===== src/rtl/tdm_mux_8_1.sv =====
// tdm_mux_8_1: 8:1 time-division multiplexer that captures eight 1-bit channels on
//   a frame request and serialises them one slot per enabled cycle.
// Latency: slot 0 is presented on the same edge that samples start. An unstalled frame
//   is 8 consecutive valid cycles. Back-to-back frames leave no gap.
// Backpressure: en=0 stalls the frame. Select and data hold and valid drops, so each
//   slot is marked valid exactly once.
//
// Ports:
//   clk          rising-edge clock
//   rst          synchronous active-high reset (priority over start/en)
//   start        frame request, honoured in IDLE or on the slot-7 advance edge
//   en           advance enable while a frame is in progress (ignored in IDLE)
//   I1..I8       channel inputs; I1 -> slot 0 ... I8 -> slot 7
//   a,b,c        slot select (a = MSB); {a,b,c}=n routes D to demux output Y(n+1)
//   D            serial data bit for the current slot
//   valid        a,b,c,D carry a new slot this cycle
//   frame_start  slot 0 is valid this cycle
//   busy         frame in progress
//   done         one-cycle pulse after slot 7 when no new frame follows
//   CONTINUOUS   1: after slot 7, recapture and start a new frame without start

module tdm_mux_8_1 #(
    parameter bit CONTINUOUS = 1'b0
) (
    input  logic clk,
    input  logic rst,
    input  logic start,
    input  logic en,
    input  logic I1,
    input  logic I2,
    input  logic I3,
    input  logic I4,
    input  logic I5,
    input  logic I6,
    input  logic I7,
    input  logic I8,
    output logic a,
    output logic b,
    output logic c,
    output logic D,
    output logic valid,
    output logic frame_start,
    output logic busy,
    output logic done
);

    typedef enum logic {
        IDLE = 1'b0,
        SEND = 1'b1
    } state_t;

    state_t     state_q, state_d;

    // Shadow copy of the channel inputs; sh_q[n] holds I(n+1) for the whole frame.
    logic [7:0] sh_q, sh_d;
    // Index of the slot currently shown on the outputs.
    logic [2:0] slot_q, slot_d;

    // Registered output values and their next-cycle values.
    logic [2:0] sel_q, sel_d;
    logic       dat_q, dat_d;
    logic       vld_q, vld_d;
    logic       fs_q, fs_d;
    logic       busy_q, busy_d;
    logic       done_q, done_d;

    logic [7:0] in_vec;
    logic [2:0] slot_inc;
    logic       frame_req;
    logic       at_last;
    logic       capture;
    logic       finish;
    logic       advance;

    assign in_vec    = {I8, I7, I6, I5, I4, I3, I2, I1};
    assign slot_inc  = slot_q + 3'd1;
    assign frame_req = start | CONTINUOUS;

    // The slot-7 advance edge can either start the next frame or end this one.
    // A stalled slot 7 does neither, so done is deferred until en returns.
    assign at_last = (state_q == SEND) && en && (slot_q == 3'd7);
    assign capture = frame_req && ((state_q == IDLE) || at_last);
    assign finish  = at_last && !frame_req;
    assign advance = (state_q == SEND) && en && (slot_q != 3'd7);

    //--------------------------------------------------------------------------
    // State and output registers
    //--------------------------------------------------------------------------
    always_ff @(posedge clk) begin
        if (rst) begin
            state_q <= IDLE;
            sh_q    <= '0;
            slot_q  <= '0;
            sel_q   <= '0;
            dat_q   <= 1'b0;
            vld_q   <= 1'b0;
            fs_q    <= 1'b0;
            busy_q  <= 1'b0;
            done_q  <= 1'b0;
        end else begin
            state_q <= state_d;
            sh_q    <= sh_d;
            slot_q  <= slot_d;
            sel_q   <= sel_d;
            dat_q   <= dat_d;
            vld_q   <= vld_d;
            fs_q    <= fs_d;
            busy_q  <= busy_d;
            done_q  <= done_d;
        end
    end

    //--------------------------------------------------------------------------
    // Next-state logic: FSM state, shadow register and slot counter
    //--------------------------------------------------------------------------
    always_comb begin
        state_d = state_q;
        sh_d    = sh_q;
        slot_d  = slot_q;

        if (capture) begin
            state_d = SEND;
            sh_d    = in_vec;
            slot_d  = 3'd0;
        end else if (finish) begin
            state_d = IDLE;
            slot_d  = 3'd0;
        end else if (advance) begin
            slot_d  = slot_inc;
        end
    end

    //--------------------------------------------------------------------------
    // Output logic: values loaded into the output registers on this edge
    //--------------------------------------------------------------------------
    always_comb begin
        // Stall default: select and data hold, no new slot is flagged.
        sel_d  = sel_q;
        dat_d  = dat_q;
        vld_d  = 1'b0;
        fs_d   = 1'b0;
        busy_d = (state_d == SEND);
        done_d = finish;

        if (capture) begin
            // The captured I1 goes straight out, so slot 0 needs no extra cycle.
            sel_d = 3'd0;
            dat_d = I1;
            vld_d = 1'b1;
            fs_d  = 1'b1;
        end else if (advance) begin
            sel_d = slot_inc;
            dat_d = sh_q[slot_inc];
            vld_d = 1'b1;
        end else if (state_d == IDLE) begin
            sel_d = 3'd0;
            dat_d = 1'b0;
        end
    end

    assign a           = sel_q[2];
    assign b           = sel_q[1];
    assign c           = sel_q[0];
    assign D           = dat_q;
    assign valid       = vld_q;
    assign frame_start = fs_q;
    assign busy        = busy_q;
    assign done        = done_q;

endmodule


===== config.mk =====
export PLATFORM = sky130hd
export DESIGN_NAME = tdm_mux_8_1
export DESIGN_NICKNAME = d
export VERILOG_FILES = /design/src/rtl/tdm_mux_8_1.sv
export SDC_FILE = /design/constraint.sdc
export NUM_CORES = 1
export LEC_CHECK = 0
export ABC_AREA = 1
export CAP_MARGIN = 25
export CORE_MARGIN = 5
export CORE_UTILIZATION = 35
export CTS_CLUSTER_SIZE = 8
export DETAILED_ROUTE_END_ITERATION = 7
export GPL_TIMING_DRIVEN = 0
export HOLD_SLACK_MARGIN = 0.03
export MAX_ROUTING_LAYER = met4
export PLACE_DENSITY = 0.66
export SLEW_MARGIN = 20
export SYNTH_ARGS = -nofsm -noshare
export SYNTH_HDL_FRONTEND = slang
export SYNTH_SLANG_ARGS = --single-unit

===== constraint.sdc =====
create_clock -name clk -period 1.4 [get_ports clk]
set_input_delay 0.28 -clock clk [delete_from_list [all_inputs] [get_ports clk]]
set_output_delay 0.28 -clock clk [all_outputs]
set_load 0.01 [all_outputs]

=== Word-level counts from Yosys, hierarchy flattened ===
Cells that the tools add are included.

* Flip-flop bits (word level): 19
* Output and inout port bits: 8
* Logic and storage cells: 36

* Add/sub/neg operators: 1
* Magnitude comparators: 1
* Eq/ne operators: 4
* Muxes and demuxes: 12
* Bitwise operators: 1
* Reduce and logical (&&, ||, !) cells: 9

{| class="wikitable"
|+ Operators by type and width
! cell !! count
|-
| 2-to-1 mux 1 bit || 9
|-
| 2-to-1 mux 3 bit || 2
|-
| logical AND 1 bit || 5
|-
| less-than comparator 3 x 4 -> 1 bit (second input constant) || 1
|-
| adder 3 x 1 -> 3 bit (second input constant) || 1
|-
| binary-select mux 1 bit (select 3 bit) || 1
|-
| equality test 3 bit (second input constant) || 1
|-
| inequality test 3 x 1 -> 1 bit (second input constant) || 1
|-
| inequality test 3 bit (second input constant) || 1
|-
| OR reduction 3 bit || 1
|-
| inequality test 2 x 1 -> 1 bit (second input constant) || 1
|-
| OR reduction 2 bit || 1
|-
| logical NOT 1 bit || 1
|-
| logical OR 1 bit || 1
|-
| inverter 1 bit || 1
|}

=== Longest topological paths before layout ===
Gate-level depths: netlist of run 1.

* Word-level depth: 8
* Depth in mapped cells: 10

=== Worst setup path after synthesis of run 1 ===
No wires, ideal clock.

* Path type: register to register
* Start: register slot_q[0]
* End: register dat_q, in the netlist D
* Library setup time: 0.111 ns
* Arrival: 1.280 ns
* Data required time: 1.289 ns
* Slack: 0.008 ns
* Stages on the path, launching flop included: 10
* Path buffers: 1
* Period minus slack after synthesis: 1.392 ns
* Cells stage by stage: dfxtp_1 ha_1 ha_1 inv_1 nand3_1 buf_2 nand3_1 nand2_1 nor2_1 nor2_1

* Word-level cells in the longest chain between the ends: 6

{| class="wikitable"
|+ Ends and longest elaborated chain
! what !! line !! source
|-
| start: declaration || 57 || <nowiki>logic [2:0] slot_q, slot_d;</nowiki>
|-
| start signal: assignment || 103 || <nowiki>slot_q <= slot_d;</nowiki>
|-
| branches (longest 6 deep; another with adder 3 x 1 -> 3 bit) || n/a ||
|-
| end signal: assignment || 105 || <nowiki>dat_q <= dat_d;</nowiki>
|-
| end: declaration || 61 || <nowiki>logic dat_q, dat_d;</nowiki>
|}

Parallel ways; which one is timed is not known. The select of a mux whose other input is x is not followed.
A chain may end at the register's enable or synchronous reset.

=== Final worst setup path of run 1 ===
Ends and elaborated chain as after synthesis.

==> metrics.cfg, run 1 <==
[timing]
rsz0062_at_grt=true
max_freq_ghz=0.7383
slew_viol_final=0
maxSlewHeadroom=0.6683
finalSetupTns_ns=0
hold_viol_final=0
fin_skew_ns=0.003557
period_share=0.9675
fin_crit_ns=1.354
worst_pin_slew_ns=0.4960
setup_violations=0

[clock_tree]
root_buffer=clkbuf_4
cts_tree=yes
worstSkewPairLatency_ns=0.30
postCtsHoldBufs=0
cts_buffers=3
h-tree-depth=1
cts_buffer_depth=2
clock_sink_count=19
clkSlewWorstSetupHoldPaths_ns=0.11

[detailed_routing]
post_drt_wl_per_cell_um=10.73
drc=0
drt_first_iter_violations=14
drt_wl_total_um=1716
vias_per_cell=4.500
vias=720
ant_nets=0
drt_first_pass_iters=4

[final_layout]
fillers=236
fin_util=0.5334
antennaDiodeCount=0
area_delta_synth_final_pct=48.24
most-common-layout-cells=nand2_1, dfxtp_1, clkdlybuf4s50_1, nand3_1
register_area_sq_um=385.4
final_common_cell=nand2_1
drive_above_1_share=0.2424
fin_nets=147
multi_input_area_sq_um=436.7

[hold_path]
worstHoldEndpoint=sh_q[4]
hp-start=sh_q[4]
whs_path_depth=2
hp-class=register to register

[global_route]
grt_pass1_wl_um=2787
grt_max_degree=12
grt_overflow_total=0
antenna_found_initial=0
grt.total_usage=0.1111
grt_pass1_vias=680

[yosys]
ys_ff_latch=19
synthTopCellsByArea=dfxtp_1, nand2_1, nand3_1
synth_nets=117
yosysTopAreaCell=dfxtp_1
synth_top_area_frac=0.4872
synth_area_sq_um=780.7
syn_inst=103
syn_avg_cell_area_sq_um=7.580
ys_types=15
synth-seq-area-share=0.4872
synth.yosys.warnings=0

[floorplanning]
die_w_um=57.23
core.rowCount=17
core_sq_um=2170
ios=20
die-height_um=57.23
start_util=0.3599
die_area_sq_um=3275

[worst_setup_path]
cp_cell_sequence=ha_4 > ha_4 > inv_2 > nand3_2 > buf_6 > nand3_1 > nand2_1 > nor2_1 > nor2_1
slowest_delay_ns=0.37
slowest_stage=dfxtp_4
regToRegSetupSlack_ns=0.05
crit_path_start_kind=register
cp.arrival_ns=1.54
path_class=register to register
crit_required_ns=1.59
crit_fanout=7
crit_path_start=slot_q[0]
reg2reg_from=slot_q[0]
r2r_cells=9
cp-end-kind=register
r2r-end=D

[outcome]
outcome=finished clean

[placement]
gp_congestion=0.7302
port_buffers=19
dp_hpwl_um=1150

[flow_run]
drv_cap=0

[pwr]
power_leakage_uw=0.0005133
ir_drop_mv=0.6393
cellPowerDensity_nw_per_um2=880.0

-- through the flow --
step	area [sq um]	hold WS, ns	setup slack (ns)	std cells	total power (uW)
6_report	1157	0.4586	0.04556	160	1018
4_1_cts	1107	0.4624	-0.0007953	157	1012
3_5_place_dp	1006	0.4427	-0.2064	150	724.6
2_1_floorplan	780.7	0.3491	0.008135	103	657.5
3_3_place_gp	1006	0.4394	-0.1877	150	722.4
5_1_grt	1157	0.4857	-0.04287	160	1067
-- worst max-delay path by stage --
stage / to / cells after the start / slack [ns]
floorplan: D / 9 / 0.008
global placement: D / 10 / -0.19
detailed placement: D / 10 / -0.21
CTS: slot_q[1] / 7 / -0.0008
global route: D / 10 / -0.04
finish: D / 9 / 0.05
-- what timing repair did --
action,in CTS,in global routing
setup buffers,2,3
cloned,1,0
endpoints found under the setup margin,25,15
resized for setup,22,9
pin swaps,5,7
-- layout make-up --
cell class / instances / area share
timing repair buffer: 24 / 0.1881
buffer: 1 / 0.009730
clock inverter: 1 / 0.004324
tap: 28 / 0.03027
sequential: 19 / 0.3330
inverter: 11 / 0.03784
clock buffer: 3 / 0.01946
multi-input combinational: 73 / 0.3773
-- critical path, delay by kind of cell (launching register included) --
family	cells	cell delay, ns
buffers and inverters	2	0.20
adders and majority gates	2	0.33
and+or+nand+nor	5	0.34
DFF	1	0.37
-- cells by family after synthesis --
kind of cell,synth area share
AO/OA/AOI/OAI,0.07211
flip-flops,0.4872
AND/OR/NAND/NOR,0.3494
buffers and inverters,0.05929
adder cells (fa/ha/maj),0.03205
-- synthesized netlist by cell type --
master and number:
nand2_1 40, dfxtp_1 19, nand3_1 11, inv_1 9, a21oi_1 7, nor2_1 5, ha_1 2, inv_2 2
o21ai_0 2, a21boi_2 1, buf_2 1, nand2_4 1, nand4_1 1, nor2_4 1, nor2_8 1
-- layer usage --
| layer | up-vias | GRT usage | wire [um] | share of wire |
|---|---|---|---|---|
| met5 | - | - | 0 | 0 |
| met4 | 0 | 0.05960 | 38 | 0.022 |
| met3 | 5 | 0.02262 | 113 | 0.066 |
| met2 | 22 | 0.1843 | 805 | 0.47 |
| met1 | 308 | 0.1243 | 760 | 0.44 |
| li1 | 385 | - | - | - |
-- report_power, final --
group	switching, uW	internal [uW]	leakage (uW)
sequential	12.5	564	0.000157
combinational	81.0	79.5	0.000339
clock	175	107	0.0000177
-- registers in the layout (all words and copies together) (netlist names) --
| signal | count |
|---|---|
| sh_q | 8 |
| sel_q | 3 |
| slot_q | 3 |
| D | 1 |
| busy | 1 |
| done | 1 |
| frame_start | 1 |
| valid | 1 |
Note: power is estimated with default switching activity, not from simulation.
==> run 2, diff against run 1 <==
--- a/config.mk
+++ b/config.mk
@@ -14,7 +14,8 @@
 export GPL_TIMING_DRIVEN = 0
 export HOLD_SLACK_MARGIN = 0.03
 export MAX_ROUTING_LAYER = met4
-export PLACE_DENSITY = 0.66
+export PLACE_DENSITY_LB_ADDON = 0.12
+export SKIP_LAST_GASP = 1
 export SLEW_MARGIN = 20
 export SYNTH_ARGS = -nofsm -noshare
 export SYNTH_HDL_FRONTEND = slang
==> metrics.cfg, run 2 (synthesis gave the netlist of run 1 again) <==
[pwr]
swShare=0.2466  ; was 0.2638
p_switching_uw=247.3  ; was 268.7 uW
p_seq_frac=0.575  ; was 0.566
power_leakage_uw=0.0005128  ; was 0.0005133 uW
ir_drop_mv=0.5396  ; was 0.6393 mV
total_power_uw=1003  ; was 1018 uW
cellPowerDensity_nw_per_um2=866.7  ; was 880.0 nW/um^2
power_frac_comb=0.164  ; was 0.158
clkPwrFrac=0.261  ; was 0.277
internal_power_uw=755.8  ; was 749.8 uW

[floorplanning]
core.rowCount=17  ; unchanged
core_sq_um=2170  ; unchanged
die_area_sq_um=3275  ; unchanged
die-height_um=57.23  ; unchanged
ios=20  ; unchanged
die_w_um=57.23  ; unchanged
start_util=0.3599  ; unchanged

[detailed_routing]
vias_per_cell=4.698  ; was 4.500
drc=0  ; unchanged
drt_first_iter_violations=4  ; was 14
vias=747  ; was 720
drt_wl_total_um=1756  ; was 1716 um
drt_first_pass_iters=3  ; was 4
ant_nets=0  ; unchanged
post_drt_wl_per_cell_um=11.04  ; was 10.73 um

[final_layout]
most-common-layout-cells=nand2_1, dfxtp_1, clkdlybuf4s50_1, nand3_1, inv_1  ; was nand2_1, dfxtp_1, clkdlybuf4s50_1, nand3_1
area_delta_synth_final_pct=48.24  ; unchanged
reg_top3=sh_q: 8 flops, sel_q: 3 flops, slot_q: 3 flops  ; unchanged
fin_util=0.5334  ; unchanged
antennaDiodeCount=0  ; unchanged
finalInstanceArea_sq_um=1157  ; unchanged
final_common_cell=nand2_1  ; unchanged
drive_above_1_share=0.2290  ; was 0.2424
largest_reg_flops=8  ; unchanged
fin_nets=146  ; was 147
stdcell_count=159  ; was 160
regMostFlops=sh_q  ; unchanged

[timing]
max_freq_ghz=0.7126  ; was 0.7383 GHz
worst_pin_slew_ns=0.4577  ; was 0.4960 ns
hold-worst-slack_ns=0.4457  ; was 0.4586 ns
maxSlewHeadroom=0.6939  ; was 0.6683
rsz0062_at_grt=true  ; unchanged
slew_viol_final=0  ; unchanged
fin_ws_ns=-0.003293  ; was 0.04556 ns
fin_crit_ns=1.403  ; was 1.354 ns
setup_violations=1  ; was 0
hold_viol_final=0  ; unchanged
fin_skew_ns=0.003191  ; was 0.003557 ns
period_share=1.002  ; was 0.9675

[worst_setup_path]
regToRegSetupSlack_ns=-0.003  ; was 0.05 ns
crit_required_ns=1.62  ; was 1.59 ns
cp-end-kind=register  ; unchanged
cp.arrival_ns=1.62  ; was 1.54 ns
slowest_delay_ns=0.36  ; was 0.37 ns
crit_path_start_kind=register  ; unchanged
crit_path_start=slot_q[0]  ; unchanged
reg2reg_from=slot_q[0]  ; unchanged
path_common_cell=ha_4
path_class=register to register  ; unchanged
r2r-end=sel_q[1]  ; was D
cp_cell_sequence=ha_4 > ha_4 > a21boi_4 > inv_1 > nand2_1 > nand3_1 > a21oi_2  ; was ha_4 > ha_4 > inv_2 > nand3_2 > buf_6 > nand3_1 > nand2_1 > nor2_1 > nor2_1
slowest_stage=dfxtp_4  ; unchanged
r2r_cells=7  ; was 9
crit_fanout=3  ; was 7

[placement]
dp_hpwl_um=1178  ; was 1150 um
port_buffers=19  ; unchanged
dpl.cell_count=150  ; unchanged
dpl-instance-area_sq_um=1006  ; unchanged
gp_congestion=0.7086  ; was 0.7302

[hold_path]
hp-class=register to register  ; unchanged
worstHoldEndpoint=sh_q[3]  ; was sh_q[4]
whs_path_depth=2  ; unchanged
hp-start=sh_q[3]  ; was sh_q[4]

[global_route]
grt.total_usage=0.1140  ; was 0.1111
grt_max_degree=11  ; was 12
antenna_found_initial=0  ; unchanged
grt_overflow_total=0  ; unchanged
grt_pass1_wl_um=2815  ; was 2787 um
grt_pass1_vias=690  ; was 680

[clock_tree]
clkSlewWorstSetupHoldPaths_ns=0.10  ; was 0.11 ns
h-tree-depth=1  ; unchanged
cts_buffers=3  ; unchanged
worstSkewPairLatency_ns=0.28  ; was 0.30 ns
root_buffer=clkbuf_4  ; unchanged
cts_tree=yes  ; unchanged
cts_buffer_depth=2  ; unchanged
clock_sink_count=19  ; unchanged

[outcome]
outcome=finished with violations  ; was finished clean
violations=negative setup slack

[flow_run]
drv_cap=0  ; unchanged

==> run 2: cell type report <==
class / instances / area [sq um]
fillers: 243 / 1012
multi-input cells: 73 / 432.9
flip-flops and latches: 19 / 385.4
repair buffers: 23 / 222.7
inverters: 11 / 43.79
well taps: 28 / 35.03
clock buffers: 4 / 26.28
plain buffers: 1 / 11.26
==> run 2: routing by layer <==
metal  vias to the layer above  GRT usage  part of all wire
met5                         -          -                 0
met4                         0    0.05960            0.0080
met3                         2    0.02489             0.046
met2                        11     0.1925              0.53
met1                       352     0.1247              0.41
li1                        382          -                 -
==> run 2: timing repair <==
action | 4_1_cts | 5_1_grt
pin swaps | 4 | 7
hold buffers | 0 | 0
gates resized for setup | 21 | 9
gates cloned | 1 | 0
endpoints found under the setup margin | 25 | 15
setup buffers | 4 | 0
==> run 2: critical path: cells and delay by family (launching register included) <==
kind | cells | cell delay, ns
adders and majority gates | 2 | 0.33
AOI/OAI and AO/OA | 2 | 0.33
buffers and inverters | 1 | 0.08
DFF | 1 | 0.36
and+or+nand+nor | 2 | 0.23
==> run 2: metrics by stage <==
step | worst slack [ns] | setup TNS (ns)
global placement | -0.1880 | -1.849
global route | -0.05422 | -0.3360
detailed placement | -0.1827 | -2.239
CTS | -0.005764 | -0.009311
finish | -0.003293 | -0.003293
floorplan | 0.008135 | 0
==> run 2: how the worst max path moves through the flow <==
stage                           to  cells after the start
after detailed placement  sel_q[1]                      7
after floorplan                  D                      9
final                     sel_q[1]                      7
after CTS                 sel_q[1]                      7
after global placement           D                     10
after global routing      sel_q[1]                      7
==> run 2: power by group through the flow <==
stage / registers, uW / logic [uW] / clock network [uW]
after floorplan: 592 / 65.4 / 0
after global placement: 590 / 134 / 0
after detailed placement: 591 / 135 / 0
after CTS: 577 / 158 / 284
after global routing: 580 / 181 / 293
final: 576 / 164 / 262
